==> src/rtl/conv16_sched_pkg.sv <==
// rtl/conv16_sched_pkg.sv - shared widths and FSM state type for the conv16 sequencer
package conv16_sched_pkg;

  localparam int conv16_width     = 8;
  localparam int CONV16_LANES     = 8;
  localparam int CONV16_SUM_W     = 2 * conv16_width;
  // Four guard bits cover sixteen accumulated full-scale sums without wrap.
  localparam int CONV16_ACC_GUARD = 4;
  localparam int CONV16_ACC_W     = CONV16_SUM_W + CONV16_ACC_GUARD;

  typedef enum logic [2:0] {
    ST_IDLE  = 3'd0,
    ST_FETCH = 3'd1,
    ST_RUN   = 3'd2,
    ST_ACC   = 3'd3,
    ST_OUT   = 3'd4,
    ST_DONE  = 3'd5
  } sched_state_e;

endpackage

==> src/rtl/conv16_sched_if.sv <==
// rtl/conv16_sched_if.sv - fetch, core and output-row signal bundle for conv16_sched
interface conv16_sched_if
  import conv16_sched_pkg::*;
#(
  parameter int ACC_W = CONV16_ACC_W
);

  logic                                        fetch_req;
  logic                                        fetch_ack;
  logic [3:0]                                  ci_idx;
  logic [5:0]                                  co_idx;
  logic                                        core_en;
  logic                                        core_end;
  logic [CONV16_LANES-1:0][CONV16_SUM_W-1:0]   core_sum;
  logic                                        o_valid;
  logic                                        o_ready;
  logic [5:0]                                  o_co;
  logic [CONV16_LANES-1:0][ACC_W-1:0]          o_data;

  modport master (
    output fetch_req, ci_idx, co_idx, core_en, o_valid, o_co, o_data,
    input  fetch_ack, core_end, core_sum, o_ready
  );

  modport slave (
    input  fetch_req, ci_idx, co_idx, core_en, o_valid, o_co, o_data,
    output fetch_ack, core_end, core_sum, o_ready
  );

endinterface

==> src/rtl/conv16_sched_acc8.sv <==
// rtl/conv16_sched_acc8.sv - eight-lane capture and sign-extending accumulator bank
module conv16_acc8
  import conv16_sched_pkg::*;
#(
  parameter int SUM_W = CONV16_SUM_W,
  parameter int ACC_W = CONV16_ACC_W
) (
  input  logic                                  clk_i,
  input  logic                                  resetn_i,
  input  logic                                  clear_i,
  input  logic                                  capture_i,
  input  logic                                  clear_load_i,
  input  logic                                  add_en_i,
  input  logic [CONV16_LANES-1:0][SUM_W-1:0]    sum_i,
  output logic [CONV16_LANES-1:0][ACC_W-1:0]    acc_o
);

  logic [CONV16_LANES-1:0][SUM_W-1:0] cap_q, cap_d;
  logic [CONV16_LANES-1:0][ACC_W-1:0] acc_q, acc_d;

  function automatic logic [ACC_W-1:0] sext(input logic [SUM_W-1:0] v);
    return {{(ACC_W - SUM_W){v[SUM_W-1]}}, v};
  endfunction

  // Accumulation reads the capture bank, so the add lands one edge after core_end.
  always_comb begin
    cap_d = capture_i ? sum_i : cap_q;
    acc_d = acc_q;
    for (int k = 0; k < CONV16_LANES; k++) begin
      if (clear_load_i) begin
        acc_d[k] = sext(cap_q[k]);
      end else if (add_en_i) begin
        acc_d[k] = acc_q[k] + sext(cap_q[k]);
      end
    end
    if (clear_i) begin
      cap_d = '0;
      acc_d = '0;
    end
  end

  always_ff @(posedge clk_i) begin
    if (!resetn_i) begin
      cap_q <= '0;
      acc_q <= '0;
    end else begin
      cap_q <= cap_d;
      acc_q <= acc_d;
    end
  end

  assign acc_o = acc_q;

endmodule

==> src/rtl/conv16_sched.sv <==
// rtl/conv16_sched.sv - per-output-channel pass sequencer accumulating conv16 partial sums
module conv16_sched
  import conv16_sched_pkg::*;
#(
  parameter int CIN   = 3,
  parameter int COUT  = 16,
  parameter int ACC_W = CONV16_ACC_W
) (
  input  logic                  clk_i,
  input  logic                  resetn_i,
  input  logic                  start_i,
  input  logic                  abort_i,
  output logic                  busy_o,
  output logic                  done_o,
  conv16_sched_if.master        bus
);

  localparam logic [3:0] CI_LAST = 4'(CIN - 1);
  localparam logic [5:0] CO_LAST = 6'(COUT - 1);

  sched_state_e state_q, state_d;
  logic [3:0]   ci_q, ci_d;
  logic [5:0]   co_q, co_d;
  logic         capture;
  logic         clear_load;
  logic         add_en;

  always_ff @(posedge clk_i) begin
    if (!resetn_i) begin
      state_q <= ST_IDLE;
      ci_q    <= '0;
      co_q    <= '0;
    end else begin
      state_q <= state_d;
      ci_q    <= ci_d;
      co_q    <= co_d;
    end
  end

  always_comb begin
    state_d    = state_q;
    ci_d       = ci_q;
    co_d       = co_q;
    capture    = 1'b0;
    clear_load = 1'b0;
    add_en     = 1'b0;
    unique case (state_q)
      ST_IDLE: begin
        if (start_i) begin
          state_d = ST_FETCH;
          ci_d    = '0;
          co_d    = '0;
        end
      end
      ST_FETCH: begin
        if (bus.fetch_ack) state_d = ST_RUN;
      end
      ST_RUN: begin
        if (bus.core_end) begin
          capture = 1'b1;
          state_d = ST_ACC;
        end
      end
      ST_ACC: begin
        clear_load = (ci_q == 4'd0);
        add_en     = (ci_q != 4'd0);
        if (ci_q != CI_LAST) begin
          ci_d    = ci_q + 4'd1;
          state_d = ST_FETCH;
        end else begin
          state_d = ST_OUT;
        end
      end
      ST_OUT: begin
        if (bus.o_ready) begin
          if (co_q == CO_LAST) begin
            state_d = ST_DONE;
          end else begin
            co_d    = co_q + 6'd1;
            ci_d    = '0;
            state_d = ST_FETCH;
          end
        end
      end
      ST_DONE: begin
        state_d = ST_IDLE;
      end
      default: begin
        state_d = ST_IDLE;
      end
    endcase
    // Cancel wins over every transition, including a start seen in IDLE.
    if (abort_i) begin
      state_d    = ST_IDLE;
      ci_d       = '0;
      co_d       = '0;
      capture    = 1'b0;
      clear_load = 1'b0;
      add_en     = 1'b0;
    end
  end

  conv16_acc8 #(
    .SUM_W (CONV16_SUM_W),
    .ACC_W (ACC_W)
  ) u_acc (
    .clk_i        (clk_i),
    .resetn_i     (resetn_i),
    .clear_i      (abort_i),
    .capture_i    (capture),
    .clear_load_i (clear_load),
    .add_en_i     (add_en),
    .sum_i        (bus.core_sum),
    .acc_o        (bus.o_data)
  );

  assign busy_o        = (state_q != ST_IDLE);
  assign done_o        = (state_q == ST_DONE);
  assign bus.fetch_req = (state_q == ST_FETCH);
  assign bus.core_en   = (state_q == ST_RUN);
  assign bus.o_valid   = (state_q == ST_OUT);
  assign bus.ci_idx    = ci_q;
  assign bus.co_idx    = co_q;
  assign bus.o_co      = co_q;

endmodule

==> src/flat_wrapper.sv <==
// flat-port wrapper written by rule: the top's interface ports become plain ports
module conv16_sched_flat import conv16_sched_pkg::*;
#(
  parameter int CIN   = 3,
  parameter int COUT  = 16,
  parameter int ACC_W = CONV16_ACC_W
)
  (clk_i, resetn_i, start_i, abort_i, busy_o, done_o, bus_fetch_req, bus_ci_idx, bus_co_idx, bus_core_en, bus_o_valid, bus_o_co, bus_o_data, bus_fetch_ack, bus_core_end, bus_core_sum, bus_o_ready);
  conv16_sched_if #(.ACC_W(ACC_W)) bus_i ();
  input  logic clk_i;
  input  logic resetn_i;
  input  logic start_i;
  input  logic abort_i;
  output logic busy_o;
  output logic done_o;
  output wire logic [$bits(bus_i.fetch_req)-1:0] bus_fetch_req;
  output wire logic [$bits(bus_i.ci_idx)-1:0] bus_ci_idx;
  output wire logic [$bits(bus_i.co_idx)-1:0] bus_co_idx;
  output wire logic [$bits(bus_i.core_en)-1:0] bus_core_en;
  output wire logic [$bits(bus_i.o_valid)-1:0] bus_o_valid;
  output wire logic [$bits(bus_i.o_co)-1:0] bus_o_co;
  output wire logic [$bits(bus_i.o_data)-1:0] bus_o_data;
  input wire logic [$bits(bus_i.fetch_ack)-1:0] bus_fetch_ack;
  input wire logic [$bits(bus_i.core_end)-1:0] bus_core_end;
  input wire logic [$bits(bus_i.core_sum)-1:0] bus_core_sum;
  input wire logic [$bits(bus_i.o_ready)-1:0] bus_o_ready;
  assign bus_fetch_req = bus_i.fetch_req;
  assign bus_ci_idx = bus_i.ci_idx;
  assign bus_co_idx = bus_i.co_idx;
  assign bus_core_en = bus_i.core_en;
  assign bus_o_valid = bus_i.o_valid;
  assign bus_o_co = bus_i.o_co;
  assign bus_o_data = bus_i.o_data;
  assign bus_i.fetch_ack = bus_fetch_ack;
  assign bus_i.core_end = bus_core_end;
  assign bus_i.core_sum = bus_core_sum;
  assign bus_i.o_ready = bus_o_ready;
  conv16_sched #(.CIN(CIN), .COUT(COUT), .ACC_W(ACC_W)) u_core (.clk_i(clk_i), .resetn_i(resetn_i), .start_i(start_i), .abort_i(abort_i), .busy_o(busy_o), .done_o(done_o), .bus(bus_i));
endmodule
==> config.mk <==
export PLATFORM = sky130hd
export DESIGN_NAME = conv16_sched_flat
export DESIGN_NICKNAME = d
export VERILOG_FILES = /design/src/rtl/conv16_sched_pkg.sv /design/src/rtl/conv16_sched_if.sv /design/src/rtl/conv16_sched_acc8.sv /design/src/rtl/conv16_sched.sv /design/src/flat_wrapper.sv
export SDC_FILE = /design/constraint.sdc
export NUM_CORES = 1
export LEC_CHECK = 0
export CORE_ASPECT_RATIO = 0.8
export CORE_UTILIZATION = 47
export CTS_BUF_LIST = sky130_fd_sc_hd__clkbuf_8
export CTS_CLUSTER_DIAMETER = 100
export CTS_CLUSTER_SIZE = 8
export DETAILED_ROUTE_END_ITERATION = 8
export PLACE_DENSITY = 0.72
export SETUP_SLACK_MARGIN = 0.15
export SYNTH_ARGS = -nofsm -noshare
export SYNTH_HDL_FRONTEND = slang
export SYNTH_HIERARCHICAL = 1
export SYNTH_SLANG_ARGS = --single-unit
==> constraint.sdc <==
create_clock -name clk_i -period 4.83 [get_ports clk_i]
set_input_delay 0.966 -clock clk_i [delete_from_list [all_inputs] [get_ports clk_i]]
set_output_delay 0.966 -clock clk_i [all_outputs]
set_load 0.005 [all_outputs]
# Word level (Yosys, flattened, before mapping)

Cells that the tools add are included.
W data, S select, Z words.

Div/mod/pow operators: 0
Order comparisons: 0
Equal/unequal tests: 13
Shift-type cells: 0
Bitwise operators: 1
Multipliers: 0
Add/sub/neg operators: 10
Mux-type cells: 39
Reduce and logical (&&, ||, !) cells: 11

Operators with widths:

| cell                  | number |
|---|---|
| $mux W20              | 16 |
| $add A20 B20 Y20      | 8 |
| $mux W3               | 6 |
| $mux W6               | 3 |
| $mux W4               | 4 |
| $pmux W3 S5           | 1 |
| $pmux W4 S3           | 1 |
| $pmux W6 S2           | 1 |
| $ne A2 B1 Y1 const B  | 4 |
| $reduce_and A4 Y1     | 2 |
| $mux W1               | 7 |
| $add A6 B1 Y6 const B | 1 |
| $eq A3 B2 Y1 const B  | 2 |
| $eq A3 B3 Y1 const B  | 2 |
| $eq A6 B4 Y1 const B  | 1 |
| $reduce_bool A3 Y1    | 2 |
| $reduce_and A5 Y1     | 1 |
| $add A4 B1 Y4 const B | 1 |
| $logic_not A4 Y1      | 1 |
| $ne A2 B2 Y1 const B  | 2 |
| $ne A4 B2 Y1 const B  | 1 |
| $reduce_bool A2 Y1    | 2 |
| $reduce_bool A4 Y1    | 1 |
| $eq A3 B1 Y1 const B  | 1 |
| other kinds (3)       | 3 |

Input port bits: 135
Register bits after elaboration: 301
Bits in read-only memories: 0
Output and inout bits: 181
Bits in latches: 0
Word-level logic and storage cells: 93
RAM bits: 0
Memories kept: 0

# Longest topological paths before layout

Depth after elaboration: 5
Gate-level depth with buffers: 12
Mapped depth without buffers: 12

# By module

Netlist, hierarchy kept.

Modules (own cells, without submodules):

| module       | seq. area each (um^2) | cells each | area each (um^2) | times used |
|---|---|---|---|---|
| conv16_acc8  | 5765.5                | 2193       | 17999.8          | 1 |
| conv16_sched | 260.2                 | 109        | 880.8            | 1 |

# Worst setup path before layout

No wires, ideal clock.

Path type: register to register
From: register u_core.u_acc.acc_q (netlist bit u_core/u_acc/acc_o[40])
To: register u_core.u_acc.acc_q (netlist bit u_core/u_acc/acc_o[58])
Required time: 4744 ps
Setup slack: 1880 ps
Arrival time: 2865 ps
Stages on the path, launching flop included: 13
Library setup time: 86 ps
Buffers on the path: 0
Period minus slack after synthesis: 2950 ps
Path through: dfxtp_1 ha_1 inv_1 fa_1 nor2b_1 o21a_1 a311o_1 o31a_1 a221o_1 and4_1 o32a_1 xnor2_1 a211oi_1

Cells in the longest elaborated chain, start to end: 3

Ends and longest elaborated chain:

| item                   | RTL line                | source |
|---|---|---|
| start, declared        | conv16_sched_acc8.sv:19 | `logic [CONV16_LANES-1:0][ACC_W-1:0] acc_q, acc_d;` |
| start signal, assigned | conv16_sched_acc8.sv:45 | `acc_q <= '0;` |
| start signal, assigned | conv16_sched_acc8.sv:48 | `acc_q <= acc_d;` |
| $add A20 B20 Y20       | conv16_sched_acc8.sv:33 | `acc_d[k] = acc_q[k] + sext(cap_q[k]);` |
| $mux W20               | conv16_sched_acc8.sv:32 | `end else if (add_en_i) begin` |
| $mux W20               | conv16_sched_acc8.sv:30 | `if (clear_load_i) begin` |

Every way passes these cells. The select of a mux whose other input is x is not followed.
A chain may end at the register's enable or synchronous reset.

# Worst setup path in the final report

From: register u_core.u_acc.acc_q (netlist bit u_core/u_acc/acc_o[20])
To: register u_core.u_acc.acc_q (netlist bit u_core/u_acc/acc_o[38])

Same word-level chain as after synthesis.

==> metrics.csv <==
metric,value,unit
root buf cell,clkbuf_8,
initial antenna violation count,0,
residual DRC count,0,
Post-synth EDFFs,0,
top cell type's share of synthesized area,0.3192,
syn avg cell area,8.202,um2
yosys warns,6,
post-synthesis cell count,2302,
die width,226.1,um
port bufs,315,
"Top FF cell, synth",dfxtp_1,
CTS tree,built,
Worst Path Max Fanout,4,
Leak,8.916,nW
Register-to-Register Path Depth,12,
DP Cell Count,3049,
Worst Tran Pin Value,0.8786,ns
fin cells,3095,
crit path launch,u_core/u_acc/acc_o[20],
largest area contributor in the netlist,dfxtp_1,
Max-Cap Viols,0,
"Distinct cells, synth",81,
Row Count,65,
CTS Hold Buffers Added,0,
Nets,2857,
Worst Path Required,5.33,ns
Crit Reg-Reg Startpoint,u_core/u_acc/acc_o[20],
core area,39530,um2
vias post-DR,17820,
final setup vio count,0,
crit end category,register,
multi-input logic area,12110,um2
Worst R2R End,u_core/u_acc/acc_o[38],
Setup TNS,0,ns
Clock Path Buffers,3,
H-tree depth,2,
skew final,0.02962,ns
asr flop ratio synth,0,
most frequent cells in the layout,"clkdlybuf4s50_1 (315), nor2_1 (309), dfxtp_1 (301)",
share of cells above drive strength 1,0.04142,
Crit Path Category,reg2reg,
Period minus WS final,3.481,ns
Die Y,181.3,um
worst skew pair latency,0.59,ns
relative slew slack,0.3991,
global-route wire length before repair,85.67,mm
Total GRT Usage,0.2549,
sequential cell area,6026,um2
Die ar.,40980,um2
vias per std cell,5.758,
total CTS buffers,43,
area added between synthesis and finish,22.28,%
Antenna Cells,0,
PwrDens,194.3,nW/um2
#FFs+latches synth,301,
Worst Hold Class,reg2reg,
status,finished clean,
drt total wl,54.14,mm
total clock sinks,301,
vias in the first global route,16800,
Pre-antenna DRT Iters,7,
max-slew violations,0,
DP HPWL,37.90,mm
startpoint types,register,
RSZ-0062 raised after global routing,false,
DR WL/cell,17.49,um
sequential share of the synthesized area,0.3192,
fillers,3529,
Peak VDD IR,145.2,uV
"Cell Area, Synth",18880,um2
postcts setup bufs,0,
Resized Gates After CTS,0,
Fmax,287.3,MHz
Antenna Nets Post-Route,0,
ranking of synthesized cells by area,"dfxtp_1 (32%), ha_1 (10%), mux2i_1 (8.7%)",
final hold vios,0,
largest net degree at the start of global routing,85,
total congestion overflow,0,
Worst EP arrival,3.98,ns
routability cong.,0.9068,
drt initial violations,1071,
Post-Syn Nets,2601,
crit path to,u_core/u_acc/acc_o[38],
Initial Util,0.4777,
total chip power,4.486,mW
"CTS clk-pin slew, worst paths",0.07,ns
flop-to-flop setup slack,1.35,ns
"commonest non-fill, non-tap cell in the layout",clkdlybuf4s50_1,
Final Cycle Share,0.7207,
I/O Pins,316,
[worst max-delay path, stage by stage, from the launching register on]
cell and delay (ns):
dfxtp_1 0.32, ha_1 0.23, inv_1 0.08, fa_1 0.21
nor2b_1 0.07, o21ai_1 0.14, a21boi_0 0.14, o31ai_1 0.48
o21ai_1 0.24, a2111oi_0 0.81, o31ai_1 0.23, and4_1 0.25
nor3_1 0.18
[cell families after synthesis]
family	Yosys count	synth area share
AOI/OAI and AO/OA	716	0.2315
and+or+nand+nor	655	0.1586
DFF	301	0.3192
buffers and inverters	194	0.04089
muxes	171	0.09112
adders and majority gates	164	0.1119
xor gates and xnor gates	101	0.04685
[flip-flops by register name, indices dropped and copies added (netlist names)]
name,count
u_core/bus.ci_idx,4
u_core/state_q,3
u_core/u_acc/acc_o,160
u_core/u_acc/cap_q,128
u_core/bus.co_idx,6
[Yosys cell counts, drive strengths merged, types with 7 or more instances]
library cell  number
nand4             10
fa                 8
a211oi            30
xnor2             64
ha               156
and3              12
nor2b             36
or2               10
mux2i            164
xor2              37
a21oi            293
buf               35
nand2            115
nor3b              7
o21bai            15
nor2             310
and4              11
clkbuf            91
dfxtp            301
and2               9
nor3              46
inv               68
o211ai            14
o31ai             17
nand3             40
a31oi             22
a21o              49
o21ai            150
mux2               7
nand2b            20
or3               16
a211o             11
o21a              37
[area by class of cell]
type                    count  share of cell area
multi-input cells        1807              0.5247
flip-flops and latches    301              0.2610
repair buffers            337              0.1470
well taps                 536             0.02905
clock buffers              45             0.02683
inverters                  68             0.01122
clock inverters             1           0.0002168
[layer usage]
layer | GRT usage | vias up | part of all wire
met5 | 0 | - | 0
met4 | 0.07757 | 0 | 0.022
met3 | 0.04489 | 104 | 0.067
met2 | 0.4080 | 569 | 0.45
met1 | 0.3474 | 8367 | 0.46
li1 | - | 8782 | -
[how the worst min path moves through the flow]
stage	slack [ns]	cells past startpoint	start	endpoint
after floorplan	0.45	2	u_core/u_acc/cap_q[118]	u_core/u_acc/acc_o[146]
after detailed placement	0.45	1	u_core/u_acc/acc_o[59]	u_core/u_acc/acc_o[59]
after global placement	0.45	1	u_core/u_acc/acc_o[59]	u_core/u_acc/acc_o[59]
after global routing	0.48	1	u_core/u_acc/acc_o[59]	u_core/u_acc/acc_o[59]
after CTS	0.47	1	u_core/u_acc/acc_o[59]	u_core/u_acc/acc_o[59]
final	0.47	1	u_core/u_acc/acc_o[59]	u_core/u_acc/acc_o[59]
[metrics by stage]
| step | hold slack (ns) | setup slack [ns] | instance area (um2) | utilization |
|---|---|---|---|---|
| floorplan | 0.4479 | 1.880 | 18880 | - |
| global placement | 0.4515 | 1.182 | 22460 | 0.5683 |
| detailed placement | 0.4531 | 1.099 | 22460 | 0.5683 |
| CTS | 0.4724 | 1.468 | 23090 | 0.5841 |
| global route | 0.4849 | 1.228 | 23090 | 0.5841 |
| finish | 0.4724 | 1.349 | 23090 | 0.5841 |
[power breakdown]
group          switching, mW  internal, mW  total [mW]
combinational         0.0966         0.123       0.220
clock                  0.954         0.824        1.78
sequential           0.00320          2.48        2.49
No activity file was read; power rests on OpenSTA's default activity.
